[config.mk]
export PLATFORM = sky130hd
export DESIGN_NAME = ibex_instr_mem_responder
export DESIGN_NICKNAME = d
export VERILOG_FILES = /design/src/rtl/ibex_instr_mem_responder.sv
export SDC_FILE = /design/constraint.sdc
export NUM_CORES = 1
export LEC_CHECK = 0
export ABC_AREA = 1
export CORE_MARGIN = 2
export CORE_UTILIZATION = 43
export CTS_CLUSTER_DIAMETER = 200
export DETAILED_ROUTE_END_ITERATION = 12
export PLACE_DENSITY = 0.74
export RECOVER_POWER = 100
export SYNTH_ARGS = -nofsm -noshare
export SYNTH_HDL_FRONTEND = slang
export SYNTH_SLANG_ARGS = --single-unit
[constraint.sdc]
create_clock -name clk_i -period 2.35 [get_ports clk_i]
set_input_delay 0.47 -clock clk_i [delete_from_list [all_inputs] [get_ports clk_i]]
set_output_delay 0.47 -clock clk_i [all_outputs]
set_load 0.1 [all_outputs]
[src/rtl/ibex_instr_mem_responder.sv]
// ibex_instr_mem_responder: memory-side responder for the Ibex instruction
// fetch bus (req/gnt/rvalid). It grants fetches, reads a synchronous
// single-port RAM and returns in-order responses a fixed RESP_LATENCY cycles
// after the grant. Up to NUM_OUTSTANDING requests can be in flight.
// Optional build macro: IBEX_IMEM_GNT_STALL_EN. When it is defined, an 8-bit
// LFSR inserts pseudo-random grant stalls so initiators can be stress tested.
module ibex_instr_mem_responder #(
  parameter int unsigned MEM_AW          = 14,
  parameter logic [31:0] BASE_ADDR       = 32'h0000_0000,
  parameter int unsigned NUM_OUTSTANDING = 2,
  parameter int unsigned RESP_LATENCY    = 2
) (
  input  logic              clk_i,
  input  logic              arst_i,
  input  logic              instr_req_i,
  output logic              instr_gnt_o,
  input  logic [31:0]       instr_addr_i,
  output logic              instr_rvalid_o,
  output logic [31:0]       instr_rdata_o,
  output logic              instr_err_o,
  output logic              mem_en_o,
  output logic [MEM_AW-1:0] mem_addr_o,
  input  logic [31:0]       mem_rdata_i,
  output logic              busy_o
);

  localparam int unsigned CNT_W = $clog2(NUM_OUTSTANDING + 1);
  localparam int unsigned PTR_W = (NUM_OUTSTANDING > 1) ? $clog2(NUM_OUTSTANDING) : 1;
  localparam int unsigned AGE_W = $clog2(RESP_LATENCY + 1);

  localparam logic [CNT_W-1:0] MAX_CNT   = CNT_W'(NUM_OUTSTANDING);
  localparam logic [PTR_W-1:0] PTR_LAST  = PTR_W'(NUM_OUTSTANDING - 1);
  localparam logic [AGE_W-1:0] AGE_DONE  = AGE_W'(RESP_LATENCY);
  localparam logic [AGE_W-1:0] AGE_FIRST = AGE_W'(1);
  // Window size in bytes; 33 bits so a full 2^30-word window still fits.
  localparam logic [32:0]      WIN_BYTES = 33'd4 << MEM_AW;

  // Circular pointer advance that wraps for any entry count.
  function automatic logic [PTR_W-1:0] ptr_inc(input logic [PTR_W-1:0] p);
    return (p == PTR_LAST) ? {PTR_W{1'b0}} : p + PTR_W'(1);
  endfunction

  // Response queue storage.
  logic              valid_q [NUM_OUTSTANDING];
  logic              valid_d [NUM_OUTSTANDING];
  logic [31:0]       data_q  [NUM_OUTSTANDING];
  logic [31:0]       data_d  [NUM_OUTSTANDING];
  logic              err_q   [NUM_OUTSTANDING];
  logic              err_d   [NUM_OUTSTANDING];
  logic [AGE_W-1:0]  age_q   [NUM_OUTSTANDING];
  logic [AGE_W-1:0]  age_d   [NUM_OUTSTANDING];
  logic [PTR_W-1:0]  wr_ptr_q, wr_ptr_d;
  logic [PTR_W-1:0]  rd_ptr_q, rd_ptr_d;
  logic [CNT_W-1:0]  count_q, count_d;

  logic [31:0]       offset_s;
  logic              in_range_s;
  logic              rvalid_s;
  logic              gnt_s;
  logic              stall_s;

`ifdef IBEX_IMEM_GNT_STALL_EN
  logic [7:0] lfsr_q, lfsr_d;

  // Fibonacci LFSR (taps 8,6,5,4) stepping only while a request is present.
  always_comb begin
    if (instr_req_i) begin
      lfsr_d = {lfsr_q[6:0], lfsr_q[7] ^ lfsr_q[5] ^ lfsr_q[4] ^ lfsr_q[3]};
    end else begin
      lfsr_d = lfsr_q;
    end
  end

  // LFSR state register, reseeded on reset.
  always_ff @(posedge clk_i or posedge arst_i) begin
    if (arst_i) begin
      lfsr_q <= 8'hA5;
    end else begin
      lfsr_q <= lfsr_d;
    end
  end

  assign stall_s = lfsr_q[0];
`else
  assign stall_s = 1'b0;
`endif

  // Address decode, head status and the grant decision for this cycle.
  always_comb begin
    // Unsigned subtraction: addresses below the base wrap to huge offsets.
    offset_s   = instr_addr_i - BASE_ADDR;
    in_range_s = ({1'b0, offset_s} < WIN_BYTES);
    rvalid_s   = valid_q[rd_ptr_q] & (age_q[rd_ptr_q] == AGE_DONE);
    // A pop this cycle frees a slot, so a full queue can still accept.
    gnt_s      = ~arst_i & instr_req_i & ~stall_s &
                 ((count_q < MAX_CNT) | rvalid_s);
  end

  // Queue next state: ageing, RAM data capture, pop of the head, push.
  always_comb begin
    for (int i = 0; i < NUM_OUTSTANDING; i++) begin
      valid_d[i] = valid_q[i];
      err_d[i]   = err_q[i];
      if (valid_q[i] && (age_q[i] != AGE_DONE)) begin
        age_d[i] = age_q[i] + AGE_W'(1);
      end else begin
        age_d[i] = age_q[i];
      end
      // RAM data arrives the cycle after the grant, i.e. while age is 1.
      if (valid_q[i] && (age_q[i] == AGE_FIRST)) begin
        data_d[i] = err_q[i] ? 32'h0000_0000 : mem_rdata_i;
      end else begin
        data_d[i] = data_q[i];
      end
    end

    rd_ptr_d = rd_ptr_q;
    wr_ptr_d = wr_ptr_q;

    if (rvalid_s) begin
      valid_d[rd_ptr_q] = 1'b0;
      rd_ptr_d          = ptr_inc(rd_ptr_q);
    end else begin
      rd_ptr_d = rd_ptr_q;
    end

    // Push after pop: on a full queue the pushed slot is the one just freed.
    if (gnt_s) begin
      valid_d[wr_ptr_q] = 1'b1;
      err_d[wr_ptr_q]   = ~in_range_s;
      age_d[wr_ptr_q]   = AGE_FIRST;
      data_d[wr_ptr_q]  = 32'h0000_0000;
      wr_ptr_d          = ptr_inc(wr_ptr_q);
    end else begin
      wr_ptr_d = wr_ptr_q;
    end

    case ({gnt_s, rvalid_s})
      2'b10:   count_d = count_q + CNT_W'(1);
      2'b01:   count_d = count_q - CNT_W'(1);
      default: count_d = count_q;
    endcase
  end

  // Queue state registers; reset drops every outstanding request.
  always_ff @(posedge clk_i or posedge arst_i) begin
    if (arst_i) begin
      for (int i = 0; i < NUM_OUTSTANDING; i++) begin
        valid_q[i] <= 1'b0;
        data_q[i]  <= 32'h0000_0000;
        err_q[i]   <= 1'b0;
        age_q[i]   <= {AGE_W{1'b0}};
      end
      wr_ptr_q <= {PTR_W{1'b0}};
      rd_ptr_q <= {PTR_W{1'b0}};
      count_q  <= {CNT_W{1'b0}};
    end else begin
      for (int i = 0; i < NUM_OUTSTANDING; i++) begin
        valid_q[i] <= valid_d[i];
        data_q[i]  <= data_d[i];
        err_q[i]   <= err_d[i];
        age_q[i]   <= age_d[i];
      end
      wr_ptr_q <= wr_ptr_d;
      rd_ptr_q <= rd_ptr_d;
      count_q  <= count_d;
    end
  end

  assign instr_gnt_o    = gnt_s;
  assign mem_en_o       = gnt_s & in_range_s;
  assign mem_addr_o     = offset_s[MEM_AW+1:2];
  assign instr_rvalid_o = rvalid_s;
  assign instr_rdata_o  = rvalid_s ? data_q[rd_ptr_q] : 32'h0000_0000;
  assign instr_err_o    = rvalid_s & err_q[rd_ptr_q];
  assign busy_o         = (count_q != {CNT_W{1'b0}});

endmodule
== After elaboration in Yosys (flattened, before gate mapping) ==
Index checks and enable logic that the tools add are counted.
W data, S select, Z words.

* $add $sub $neg: 6
* Order comparisons: 6
* Equality and inequality tests: 7
* Multiplexer cells: 35
* Bitwise gates (word level): 18
* Reduce and logical (&&, ||, !) cells: 8

{| class="wikitable"
|+ Operators with widths
! operator !! count
|-
| $mux W32 || 9
|-
| $and A64 B64 Y64 || 1
|-
| $mux W64 || 1
|-
| $not A64 Y64 || 1
|-
| $demux W32 S1 || 1
|-
| $lt A32 B17 Y1 const B || 1
|-
| $mux W2 || 8
|-
| $mux W1 || 10
|-
| $add A2 B1 Y2 const B || 3
|-
| $eq A2 B1 Y1 const B || 3
|-
| $logic_and A1 B1 Y1 || 6
|-
| $and A1 B1 Y1 || 5
|-
| $and A2 B2 Y2 || 2
|-
| $eq A2 B2 Y1 const B || 2
|-
| $ge A2 B2 Y1 const B || 2
|-
| $lt A2 B1 Y1 const B || 2
|-
| $mux W4 || 1
|-
| $ne A2 B2 Y1 const B || 2
|-
| $not A1 Y2 || 2
|-
| $not A2 Y2 || 2
|-
| $or A2 B2 Y2 || 2
|-
| $pmux W2 S2 || 1
|-
| $reduce_bool A2 Y1 || 2
|-
| $add A1 B1 Y1 const B || 2
|-
| 7 further kinds || 9
|}

* Register bits after elaboration: 76
* Input port bits: 67
* Output and inout port bits: 51
* Logic and storage cells: 91

== Depth between registers and ports, before layout ==
* Word-level depth: 10
* Mapped depth: 11
* Depth with buffers taken out: 10

== Worst setup path before layout ==
Ideal clock, no wire load.

* Path kind: reg2out
* Start point: register rd_ptr_q
* End point: output port instr_rdata_o[22]
* Data arrival time: 2.475 ns
* Required time: 1.880 ns
* Path slack: -0.595 ns
* Stages on the path, launching flop included: 8
* Path buffers: 2
* Cell sequence: dfrtp_1 -> buf_6 -> inv_4 -> nand2_1 -> nand2_1 -> nand2_4 -> clkbuf_1 -> a21oi_1

* Word-level cells in the longest chain between the ends: 7
* Elaborated cells on any way between the ends: 13
* Those cells by class: eq/ne: 1; mux: 10; bitwise: 2

{| class="wikitable"
|+ RTL lines
! element !! RTL line !! source
|-
| start, declared || 53 || <nowiki>logic [PTR_W-1:0] rd_ptr_q, rd_ptr_d;</nowiki>
|-
| start signal, assigned || 155 || <nowiki>rd_ptr_q <= {PTR_W{1'b0}};</nowiki>
|-
| start signal, assigned || 165 || <nowiki>rd_ptr_q <= rd_ptr_d;</nowiki>
|-
| $not A1 Y2 (implied by the code) * || 93, 174 ||
|-
| $mux W2 (implied by the code) (3 in series) || 93 || <nowiki>rvalid_s = valid_q[rd_ptr_q] & (age_q[rd_ptr_q] == AGE_DONE);</nowiki>
|-
| $eq A2 B2 Y1 || 93 ||
|-
| $and A1 B1 Y1 || 93 ||
|-
| $mux W32 * || 174 || <nowiki>assign instr_rdata_o = rvalid_s ? data_q[rd_ptr_q] : 32'h0000_0000;</nowiki>
|-
| end, declared || 19 || <nowiki>output logic [31:0] instr_rdata_o,</nowiki>
|}

Every way passes the cells marked *; elsewhere a longest branch is shown, timed or not. The select of a mux whose other input is x is not followed.

== Worst setup path in the final report ==
* Start point: register age_q[2] (netlist name)
* End point: output port instr_rdata_o[19]

* Word-level cells in the longest chain between the ends: 6

{| class="wikitable"
|+ RTL lines
! element !! RTL line !! source
|-
| start, declared || 50 || <nowiki>logic [AGE_W-1:0] age_q [NUM_OUTSTANDING];</nowiki>
|-
| start signal, assigned by index || 152 || <nowiki>age_q[i] <= {AGE_W{1'b0}};</nowiki>
|-
| start signal, assigned by index || 162 || <nowiki>age_q[i] <= age_d[i];</nowiki>
|-
| $mux W2 (implied by the code) (3 in series) || 93 ||
|-
| $eq A2 B2 Y1 || 93 ||
|-
| $and A1 B1 Y1 || 93 ||
|-
| $mux W32 || 174 ||
|}

No other way between the ends. The select of a mux whose other input is x is not followed.

==> qor.txt <==
Outcome - completed
Max Cap Viol - 0
Clock-pin slew on the worst setup and hold paths - 80 ps
Via count - 3797
Antenna cells - 0
Setup WS post-layout - 83.99 ps
Vias in the first global route - 3787
CTS tree - done
Ranking of synthesized cells by area - dfrtp_1 (47%), a21oi_1 (12%), nand2_1 (8.7%), nor3_1 (7.9%), nor2_1 (7.2%)
Sequential share of the synthesized area - 46.94%
Top FF cell, synth - dfrtp_1
Share of layout cells above drive strength 1 - 18.35%
Worst-Margin Slew - 1025 ps
Final-stage net count - 672
Final hold viol count - 0
Cts bufs inserted - 9
Placer congestion estimate - 0.7545
Number of clock sinks - 76
P_leak - 0.002416 uW
# rows - 35
Worst Path Class, Setup - flop to output port
1st-iter DRT viols - 169
Crit path required time - 1880 ps
Area delta synth->final - 34.53%
Syn nets - 603
Sw frac - 48.87%
Final core occ - 59.27%
Max VDD drop - 0.0009601 V
WL/cell - 14.67 microns
Starting Density - 44.05%
Die area - 10210 sq um
Final setup fails - 0
Via density - 5.303
Die height - 101.1 microns
Final setup TNS - 0 ps
Port Buffer Count - 87
Setup Skew - 15.79 ps
GR Util All Layers - 20.49%
Pwr per Cell Area - 1218 nW/um^2
Initial antenna violation count - 0
DRT antenna net count - 0
Cell count after synthesis - 531
Post-synthesis cell type count - 22
Longest Clk Path Bufs - 2
Unrepaired setup endpoints after global routing - false
Fin. max-slew vios - 0
First-pass GRT wire length - 16840 microns
Core area - 9196 sq um
CP endpoint kind - output port
Synth top area share - 46.94%
Final hold slack - 532.7 ps
HPWL Detailed - 6603 microns
Worst setup SP type - flop
Fin crit share - 96.43%
H-tree depth - 3
Max transition margin - 31.69%
Dpl ws - 200.6 ps
Netlist Area Pre-Place - 4051 sq um
Pin count of the biggest net entering global routing - 77
Drt total wl - 10500 microns
Int Power - 3395 uW
Total power - 6640 uW
Arr. time, crit path - 1800 ps
Flop pwr share - 32.4%
DR pass1 iterations - 4
Die width - 101.1 microns
Insertion delay of the later-clocked pin in the worst-skew pair - 350 ps
Ys async rst share - 100.0%
Crit Path Max Fanout - 11
Clock root cell - clkbuf_8
Max Freq - 441.3 MHz
FILL cells - 815
#FFs+latches synth - 76
Post-layout min period - 2266 ps
Worst hold path type - flop to flop
Total gr overflow - 0
DRC viols - 0
Number of synthesized flops with an enable pin - 0
Synth warn - 0
Combinational power share - 53.7%
P_sw - 3245 uW
Area leader, netlist - dfrtp_1
Syn_area_per_cell - 7.630 sq um
Clock Power Share - 14.0%
IO Pins - 118
-- path summary, 6_finish.rpt --
| check | slack [ps] | end | cells after the start | from |
|---|---|---|---|---|
| setup reg to reg | 390 | data_q[48] | 8 | age_q[2] |
| min in group asynchronous | 1000 | count_q[0] | 3 | arst_i |
| hold / removal | 530 | count_q[0] | 1 | count_q[0] |
| hold reg to reg | 530 | count_q[0] | 1 | count_q[0] |
| setup / recovery | 80 | instr_rdata_o[19] | 7 | age_q[2] |
| max in group asynchronous | 640 | rd_ptr_q | 3 | arst_i |
-- power by group through the flow --
stage / clock, uW / combinational [uW] / sequential, uW
floorplan: 0 / 2540 / 2070
global placement: 0 / 3230 / 2130
detailed placement: 0 / 3350 / 2170
CTS: 941 / 3410 / 2140
global route: 1010 / 3880 / 2210
finish: 928 / 3560 / 2150
-- cell type report --
type | count | area [sq um] | area share [%]
clock buffer | 9 | 123.9 | 2.273
clock inverter | 7 | 57.56 | 1.056
inverter | 48 | 187.7 | 3.444
multi-input combinational | 358 | 1872 | 34.34
sequential | 76 | 1903 | 34.92
tap | 111 | 138.9 | 2.548
timing repair buffer | 107 | 1167 | 21.42
-- state kept, by name, summed over array words and instances (netlist names) --
signal    cells
count_q       2
age_q         4
err_q         2
wr_ptr_q      1
data_q       64
rd_ptr_q      1
valid_q       2
-- cells in the final DEF (no fill, tap or decap), drive strengths merged, types with 4 or more instances in the layout --
cell / netlist / routed
nand2: 97 / 98
a21oi: 98 / 98
nor2: 78 / 78
dfrtp: 76 / 76
nor3: 64 / 64
inv: 48 / 50
clkdlybuf4s50: 0 / 49
buf: 21 / 44
clkbuf: 29 / 22
ha: 5 / 5
o21ai: 4 / 4
clkinvlp: 0 / 4
nand3: 4 / 4
-- critical path: stages (launching register included) --
cell	delay, ps
dfrtp_1	420
inv_1	110
nand3_2	120
nand2_4	130
nand2_8	110
buf_16	180
a21oi_2	140
buf_6	240
-- Yosys cell counts (2+ instances only) --
cell and instances:
nand2_1 94, ha_1 5, inv_4 2, a21oi_1 98
nor2_1 78, nor3_1 64, nand3_4 2, nand4_1 2
nand2_4 2, buf_6 7, xor2_1 2, buf_4 14
o21ai_0 4, clkbuf_1 29, xnor2_1 2, inv_1 45
dfrtp_1 76
-- repair_timing --
action | in CTS | in global routing
cloned | 0 | 3
endpoints found under the setup margin | 23 | 27
gates resized for setup | 11 | 30
hold buffers | 0 | 0
pin swaps | 2 | 3
setup buffers | 0 | 4
-- logic make-up (layout without fill, tap and decap cells) --
family          Yosys count  after routing  synth area share [%]
flops                    76             76                 46.94
buf+inv                  98            171                 11.80
compound gates          102            102                 12.60
fa+ha+maj                 5              5                 1.544
xor+xnor                  4              4                0.8649
simple gates            246            247                 26.25
-- layer usage --
metal	GRT usage, %	wire [microns]	vias to the layer above
li1	-	-	1832
met1	25.59	4487	1798
met2	35.51	5215	140
met3	3.953	617	27
met4	6.861	183	0
met5	0	0	-
-- metrics by stage --
stage	instance area (sq um)	cells
after floorplan	4075	531
after CTS	5534	709
after global placement	5309	693
after detailed placement	5309	693
after global routing	5450	716
final	5450	716
Power figures use the tool's default switching activity.
